[src/rtl/hazard_stall_ctrl.sv]
// Pipeline hazard controller: load-use stall, multi-cycle mul/div sequencing,
// and branch/exception flushes for the 5-stage core.
module hazard_stall_ctrl #(
    parameter int DIV_LAT = 32,
    parameter int MUL_LAT = 2
) (
    input  logic       clk,
    input  logic       rst,
    input  logic [4:0] ID_rs,
    input  logic [4:0] ID_rt,
    input  logic       ID_ReadRs,
    input  logic       ID_ReadRt,
    input  logic [4:0] EXE_Dst,
    input  logic       EXE_IsLoad,
    input  logic       EXE_IsDiv,
    input  logic       EXE_IsMul,
    input  logic       EXE_BranchTaken,
    input  logic       MEM_ExcFlush,
    output logic       PC_Wr,
    output logic       IF_ID_Wr,
    output logic       ID_EXE_Wr,
    output logic       EXE_MEM_Wr,
    output logic       IF_ID_Flush,
    output logic       ID_EXE_Flush,
    output logic       EXE_MEM_Flush,
    output logic       MulDiv_Start,
    output logic       MulDiv_Busy
);

    typedef enum logic [1:0] {
        ST_IDLE = 2'd0,
        ST_BUSY = 2'd1,
        ST_DONE = 2'd2
    } state_t;

    // The start cycle is one stall cycle and the cnt==0 BUSY cycle is another.
    localparam logic [5:0] DIV_INIT = 6'(DIV_LAT - 2);
    localparam logic [5:0] MUL_INIT = 6'(MUL_LAT - 2);

    state_t     r_state;
    state_t     w_state_nxt;
    logic [5:0] r_cnt;
    logic [5:0] w_cnt_nxt;
    logic       w_md_req;
    logic       w_load_use;

    assign w_md_req   = EXE_IsDiv | EXE_IsMul;
    assign w_load_use = EXE_IsLoad && (EXE_Dst != 5'd0) &&
                        ((ID_ReadRs && (ID_rs == EXE_Dst)) ||
                         (ID_ReadRt && (ID_rt == EXE_Dst)));

    // State and countdown registers.
    always_ff @(posedge clk) begin
        if (rst) begin
            r_state <= ST_IDLE;
            r_cnt   <= 6'd0;
        end else begin
            r_state <= w_state_nxt;
            r_cnt   <= w_cnt_nxt;
        end
    end

    // Next-state and counter logic; an exception aborts any in-flight op.
    always_comb begin
        w_state_nxt = r_state;
        w_cnt_nxt   = r_cnt;
        if (MEM_ExcFlush) begin
            w_state_nxt = ST_IDLE;
            w_cnt_nxt   = 6'd0;
        end else begin
            case (r_state)
                ST_IDLE: begin
                    if (w_md_req) begin
                        w_state_nxt = ST_BUSY;
                        w_cnt_nxt   = EXE_IsDiv ? DIV_INIT : MUL_INIT;
                    end else begin
                        w_state_nxt = ST_IDLE;
                    end
                end
                ST_BUSY: begin
                    if (r_cnt == 6'd0) begin
                        w_state_nxt = ST_DONE;
                    end else begin
                        w_cnt_nxt = r_cnt - 6'd1;
                    end
                end
                ST_DONE: begin
                    w_state_nxt = ST_IDLE;
                end
                default: begin
                    w_state_nxt = ST_IDLE;
                    w_cnt_nxt   = 6'd0;
                end
            endcase
        end
    end

    // Pipeline control outputs, first matching rule wins.
    always_comb begin
        PC_Wr         = 1'b1;
        IF_ID_Wr      = 1'b1;
        ID_EXE_Wr     = 1'b1;
        EXE_MEM_Wr    = 1'b1;
        IF_ID_Flush   = 1'b0;
        ID_EXE_Flush  = 1'b0;
        EXE_MEM_Flush = 1'b0;
        MulDiv_Start  = 1'b0;
        MulDiv_Busy   = 1'b0;
        if (MEM_ExcFlush) begin
            IF_ID_Flush   = 1'b1;
            ID_EXE_Flush  = 1'b1;
            EXE_MEM_Flush = 1'b1;
        end else begin
            case (r_state)
                ST_IDLE: begin
                    if (w_md_req) begin
                        MulDiv_Start  = 1'b1;
                        PC_Wr         = 1'b0;
                        IF_ID_Wr      = 1'b0;
                        ID_EXE_Wr     = 1'b0;
                        EXE_MEM_Flush = 1'b1;
                    end else if (EXE_BranchTaken) begin
                        IF_ID_Flush  = 1'b1;
                        ID_EXE_Flush = 1'b1;
                    end else if (w_load_use) begin
                        PC_Wr        = 1'b0;
                        IF_ID_Wr     = 1'b0;
                        ID_EXE_Flush = 1'b1;
                    end else begin
                        PC_Wr = 1'b1;
                    end
                end
                ST_BUSY: begin
                    // Busy drops in the very cycle reset is sampled.
                    MulDiv_Busy   = ~rst;
                    PC_Wr         = 1'b0;
                    IF_ID_Wr      = 1'b0;
                    ID_EXE_Wr     = 1'b0;
                    EXE_MEM_Flush = 1'b1;
                end
                ST_DONE: begin
                    if (EXE_BranchTaken) begin
                        IF_ID_Flush  = 1'b1;
                        ID_EXE_Flush = 1'b1;
                    end else if (w_load_use) begin
                        PC_Wr        = 1'b0;
                        IF_ID_Wr     = 1'b0;
                        ID_EXE_Flush = 1'b1;
                    end else begin
                        PC_Wr = 1'b1;
                    end
                end
                default: begin
                    PC_Wr = 1'b1;
                end
            endcase
        end
    end

endmodule

[config.mk]
export PLATFORM = sky130hd
export DESIGN_NAME = hazard_stall_ctrl
export DESIGN_NICKNAME = d
export VERILOG_FILES = /design/src/rtl/hazard_stall_ctrl.sv
export SDC_FILE = /design/constraint.sdc
export NUM_CORES = 1
export LEC_CHECK = 0
export CAP_MARGIN = 10
export CORE_UTILIZATION = 35
export DETAILED_ROUTE_END_ITERATION = 6
export PLACE_DENSITY = 0.82
export SYNTH_ARGS = -nofsm -noshare
export SYNTH_HDL_FRONTEND = slang
export SYNTH_SLANG_ARGS = --single-unit
[constraint.sdc]
create_clock -name clk -period 4 [get_ports clk]
set_input_delay 1.2 -clock clk [delete_from_list [all_inputs] [get_ports clk]]
set_output_delay 1.2 -clock clk [all_outputs]
set_load 0.03 [all_outputs]
-- Word level (Yosys, flattened, before mapping)
Index checks and enable logic that the tools add are counted.
- word-level logic and storage cells: 54
- output and inout port bits: 9
- bits in latches: 0
- memory bits (writable): 0
- memories kept: 0
- memory bits (read-only): 0
- input port bits: 24
- register bits: 8
- eq/ne operators: 7
- multiply operators: 0
- div/mod/pow operators: 0
- reductions and logical operators: 10
- add/sub/neg operators: 1
- muxes and demuxes: 31
- bitwise operators: 3
- $lt $le $gt $ge: 0
- shifts and indexed selects: 0
- operator list (cell ; number):
    two-way mux 1 bit ; 20
    case mux 6 bit (3 select lines) ; 1
    two-way mux 6 bit ; 2
    equality test 5 bit ; 2
    case mux 1 bit (2 select lines) ; 4
    logical NOT 6 bit ; 1
    inequality test 2 bit, second input constant ; 3
    subtractor 6 x 1 -> 6 bit, second input constant ; 1
    two-way mux 5 bit ; 1
    nonzero test 5 bit ; 1
    logical AND 1 bit ; 4
    case mux 2 bit (2 select lines) ; 1
    case mux 1 bit (3 select lines) ; 1
    AND reduction 3 bit ; 1
    equality test 2 x 1 -> 1 bit, second input constant ; 1
    equality test 2 bit, second input constant ; 1
    logical NOT 2 bit ; 1
    two-way mux 2 bit ; 1
    inverter 1 bit ; 2
    OR reduction 2 bit ; 1
    logical OR 1 bit ; 1
    bitwise OR 1 bit ; 1

-- Depth between registers and ports, before layout
- word-level depth: 9
- gate-level depth with buffers: 6
- mapped depth without buffers: 6

-- Worst setup path after synthesis
Ideal clock, no wire load.
- kind: input to output
- from: input port EXE_Dst[1]
- to: output port PC_Wr
- stages on the path: 4
- required time: 2.800 ns
- path slack: 0.336 ns
- data arrival time: 2.464 ns
- buffers on the path: 1
- path through: or4_1 o21ai_0 o31a_1 buf_4
- cells in the longest elaborated chain, start to end: 9
- elaborated cells between the ends (all ways): 13
- classes of those cells: eq/ne: 2; mux: 5; reduce/logical: 6
- ends and longest elaborated chain (what ; RTL line ; source):
    start: declaration ; 13 ; input logic [4:0] EXE_Dst,
    equality test 5 bit, on equally long branches ; 49, 50 ;
    logical AND 1 bit, on equally long branches ; 49, 50 ;
    logical OR 1 bit ; 49 ; ((ID_ReadRs && (ID_rs == EXE_Dst)) ||
    logical AND 1 bit (*) ; 48 ; assign w_load_use = EXE_IsLoad && (EXE_Dst != 5'd0) &&
    two-way mux 1 bit (*) (2 in a row) ; - ;
    two-way mux 1 bit ; - ;
    case mux 1 bit (3 select lines) (*) ; - ;
    two-way mux 1 bit (*) ; - ;
    end: declaration ; 19 ; output logic PC_Wr,
Every way passes the cells marked *; elsewhere a longest branch is shown, timed or not.

-- Worst setup path in the final report
- from: input port EXE_Dst[1]
- to: output port PC_Wr
- cells in the longest elaborated chain, start to end: 9
- elaborated cells between the ends (all ways): 13
- classes of those cells: eq/ne: 2; mux: 5; reduce/logical: 6
- ends and longest elaborated chain (what ; RTL line ; source):
    equality test 5 bit, on equally long branches ; 49, 50 ;
    logical AND 1 bit, on equally long branches ; 49, 50 ;
    logical OR 1 bit ; 49 ;
    logical AND 1 bit (*) ; 48 ;
    two-way mux 1 bit (*) ; 125, 145 ;
    two-way mux 1 bit (*) ; 122 ; end else if (EXE_BranchTaken) begin
    two-way mux 1 bit ; 116 ; if (w_md_req) begin
    case mux 1 bit (3 select lines) (*) ; 114 ; case (r_state)
    two-way mux 1 bit (*) ; 109 ; if (MEM_ExcFlush) begin
Marked as above.

==> metrics.cfg <==
[clock_network]
clk_pin_slew_worst_paths_ns=0.05
cts_root_buf=clkbuf_4
insertion_delay_ns=0.27
cts_buffers=3
clock_sinks=8
cts_tree=built
cts_hold_buf=0
htreeDepth=1
post-cts-setup-buffer-count=0
clockBufferDepth=2

[worst_hold_path]
hold_start=r_cnt[1]
min_path_cells=2
worstHoldPathType=register to register
hold_path_end=r_cnt[1]

[global_routing]
antenna_found_initial=0
grt_pass1_wl_um=3401
grt_max_degree=10
grt_pass1_vias=838
grt_overflow=0
grt_usage_pct=22.75

[job]
maxCapViolCount=0

[floorplanning]
die_w_um=46.18
die_y_um=46.18
core_mm2=0.001783
rows=15
dieArea_mm2=0.002133
start_util_pct=38.32
ios=33

[route]
num_vias=801
drt-total-wl_um=1957
antenna_left=0
routedWlPerCell_um=12.79
drtIter0Drc=4
drc=0
via_per_inst=5.235
dr.pass1.iters=4

[placement]
dpl_cell_area_mm2=0.001066
place_inst=151
gp_congestion=0.8233
portBuffers=31
place_hpwl_um=1593

[yosys]
synth_seq_cells=8
synth_edf_count=0
synth_top_area_share_pct=23.44
async_reset_ff_share_pct=0
synth.distinct_cells=35
synth_cells=87
synth_warnings=0
synthTopCellsByArea=dfxtp_1 (23%), xor2_1 (10%), a21oi_1 (5.1%)
synth_seq_area_share_pct=23.44
synth_top_cell_by_area=dfxtp_1
ys.flop_type=dfxtp_1
syn_area_um2=683.2
synth_nets=112
synth_area_per_cell_um2=7.852

[sta]
period_minus_slack_ns=3.894
post-route-period-util_pct=97.35
rsz0062_at_grt=no
setup_violations=0
report.final.hold_viol_count=0
max_freq_ghz=0.2568
slew_viol_final=0
clock_skew_ns=0.008858

[critical_path]
reg2reg_from=r_cnt[0]
startpoint_type=input port
max_stage_delay_ns=0.32
rr_endpoint=r_cnt[0]
crit_chain=dlygate4sd2_1 -> buf_4 -> xor2_1 -> nor4_1 -> a32oi_1 -> o31a_1 -> buf_6
worst_path_max_delay_cell=nor4_1
crit_family=buffers and inverters
cp_num_buf_inv=3
crit_type=input port to primary output
cp.arrival_ns=2.69
ff2ff_path_depth=6
r2r_slack_ns=2.13
required_ns=2.80
end_kind=primary output
crit_fanout=3

[final_layout]
multi_input_area_um2=478.0
n_fill_cell=168
utilization_pct=60.35
diodes=0
fin_cells=153
ff_latch_area_um2=160.2
drive_above_1_share_pct=19.53
fin_area_mm2=0.001076
syn_to_final_growth_pct=57.51
layout.nets=155

[run_status]
outcome=completed

[power]
total_power_uw=277.0
peakVddDrop_v=0.0001391
leakagePower_uw=0.0004405
powerDensity_mw_per_mm2=257.4

[layout make-up]
class,instances,area share [%]
well taps,25,2.907
flip-flops and latches,8,14.88
multi-input cells,71,44.42
inverters,5,1.744
clock buffers,3,2.093
repair buffers,41,33.95
[what timing repair did]
| action | in CTS | in global routing |
|---|---|---|
| setup endpoints to repair | 4 | 1 |
| hold endpoints to repair | 0 | 0 |
| pin swaps | 3 | 1 |
| gates resized for setup | 12 | 2 |
[worst max-delay path by stage]
stage / startpoint / endpoint / slack [ns] / cells after the start
floorplan: EXE_Dst[1] / PC_Wr / 0.34 / 4
global placement: EXE_Dst[3] / ID_EXE_Flush / -0.39 / 6
detailed placement: EXE_Dst[2] / ID_EXE_Flush / -0.43 / 6
CTS: EXE_Dst[1] / ID_EXE_Flush / 0.07 / 7
global route: ID_rs[3] / IF_ID_Wr / 0.03 / 6
finish: EXE_Dst[1] / PC_Wr / 0.11 / 7
[layout by cell type (no fill, tap or decap), drive strengths merged, types with 3 or more instances in the layout]
| cell | instances |
|---|---|
| a21oi | 7 |
| buf | 17 |
| clkbuf | 3 |
| clkdlybuf4s50 | 18 |
| dfxtp | 8 |
| dlygate4sd2 | 6 |
| inv | 5 |
| nand2 | 3 |
| nor2 | 8 |
| nor3 | 5 |
| o21ai | 9 |
| o21bai | 4 |
| or3 | 3 |
| xor2 | 8 |
[per-stage QoR]
| step | setup WS [ns] | setup TNS (ns) | hold WS (ns) |
|---|---|---|---|
| floorplan | 0.3360 | 0 | 0.4483 |
| global placement | -0.3861 | -0.7200 | 0.4605 |
| detailed placement | -0.4304 | -0.8493 | 0.4690 |
| CTS | 0.06726 | 0 | 0.4768 |
| global route | 0.03264 | 0 | 0.5187 |
| finish | 0.1061 | 0 | 0.4774 |
[state kept, by name, indices dropped and copies added, names as in the netlist]
signal   count
r_state      2
r_cnt        6
[report_power, final]
part | internal [uW] | switching [uW]
combinational | 61.3 | 59.7
sequential | 84.7 | 6.20
clock | 34.5 | 30.6
total | 181 | 96.5
[cells in the mapped netlist (all sizes together) (2+ instances only)]
cell,number
a21oi,7
and2,2
buf,3
dfxtp,8
inv,5
nand2,3
nor2,8
nor3,5
nor4,2
o21ai,9
o21bai,4
or3,3
xnor2,2
xor2,8
[kinds of logic (layout without fill, tap and decap cells)]
family | Yosys count | after routing | share of synthesized area, %
AO/OA/AOI/OAI | 30 | 30 | 30.77
AND/OR/NAND/NOR | 29 | 29 | 23.99
adder cells (fa/ha/maj) | 1 | 1 | 1.831
flip-flops | 8 | 8 | 23.44
other | 1 | 1 | 0.5489
XOR/XNOR | 10 | 10 | 12.82
buffers and inverters | 8 | 49 | 6.593
[tightest hold or removal path: stages, from the launching register on]
cell and delay, ns:
dfxtp_1 0.31, inv_1 0.07, a21oi_1 0.06
[routing by layer]
layer	vias to the layer above	part of all wire, %	wire length, um	GRT usage [%]
li1	394	-	-	-
met1	357	37	726	21.68
met2	40	51	995	42.25
met4	0	4.1	80	15.88
met3	10	7.9	154	5.098
met5	-	0	0	0
No activity file was read; power rests on OpenSTA's default activity.
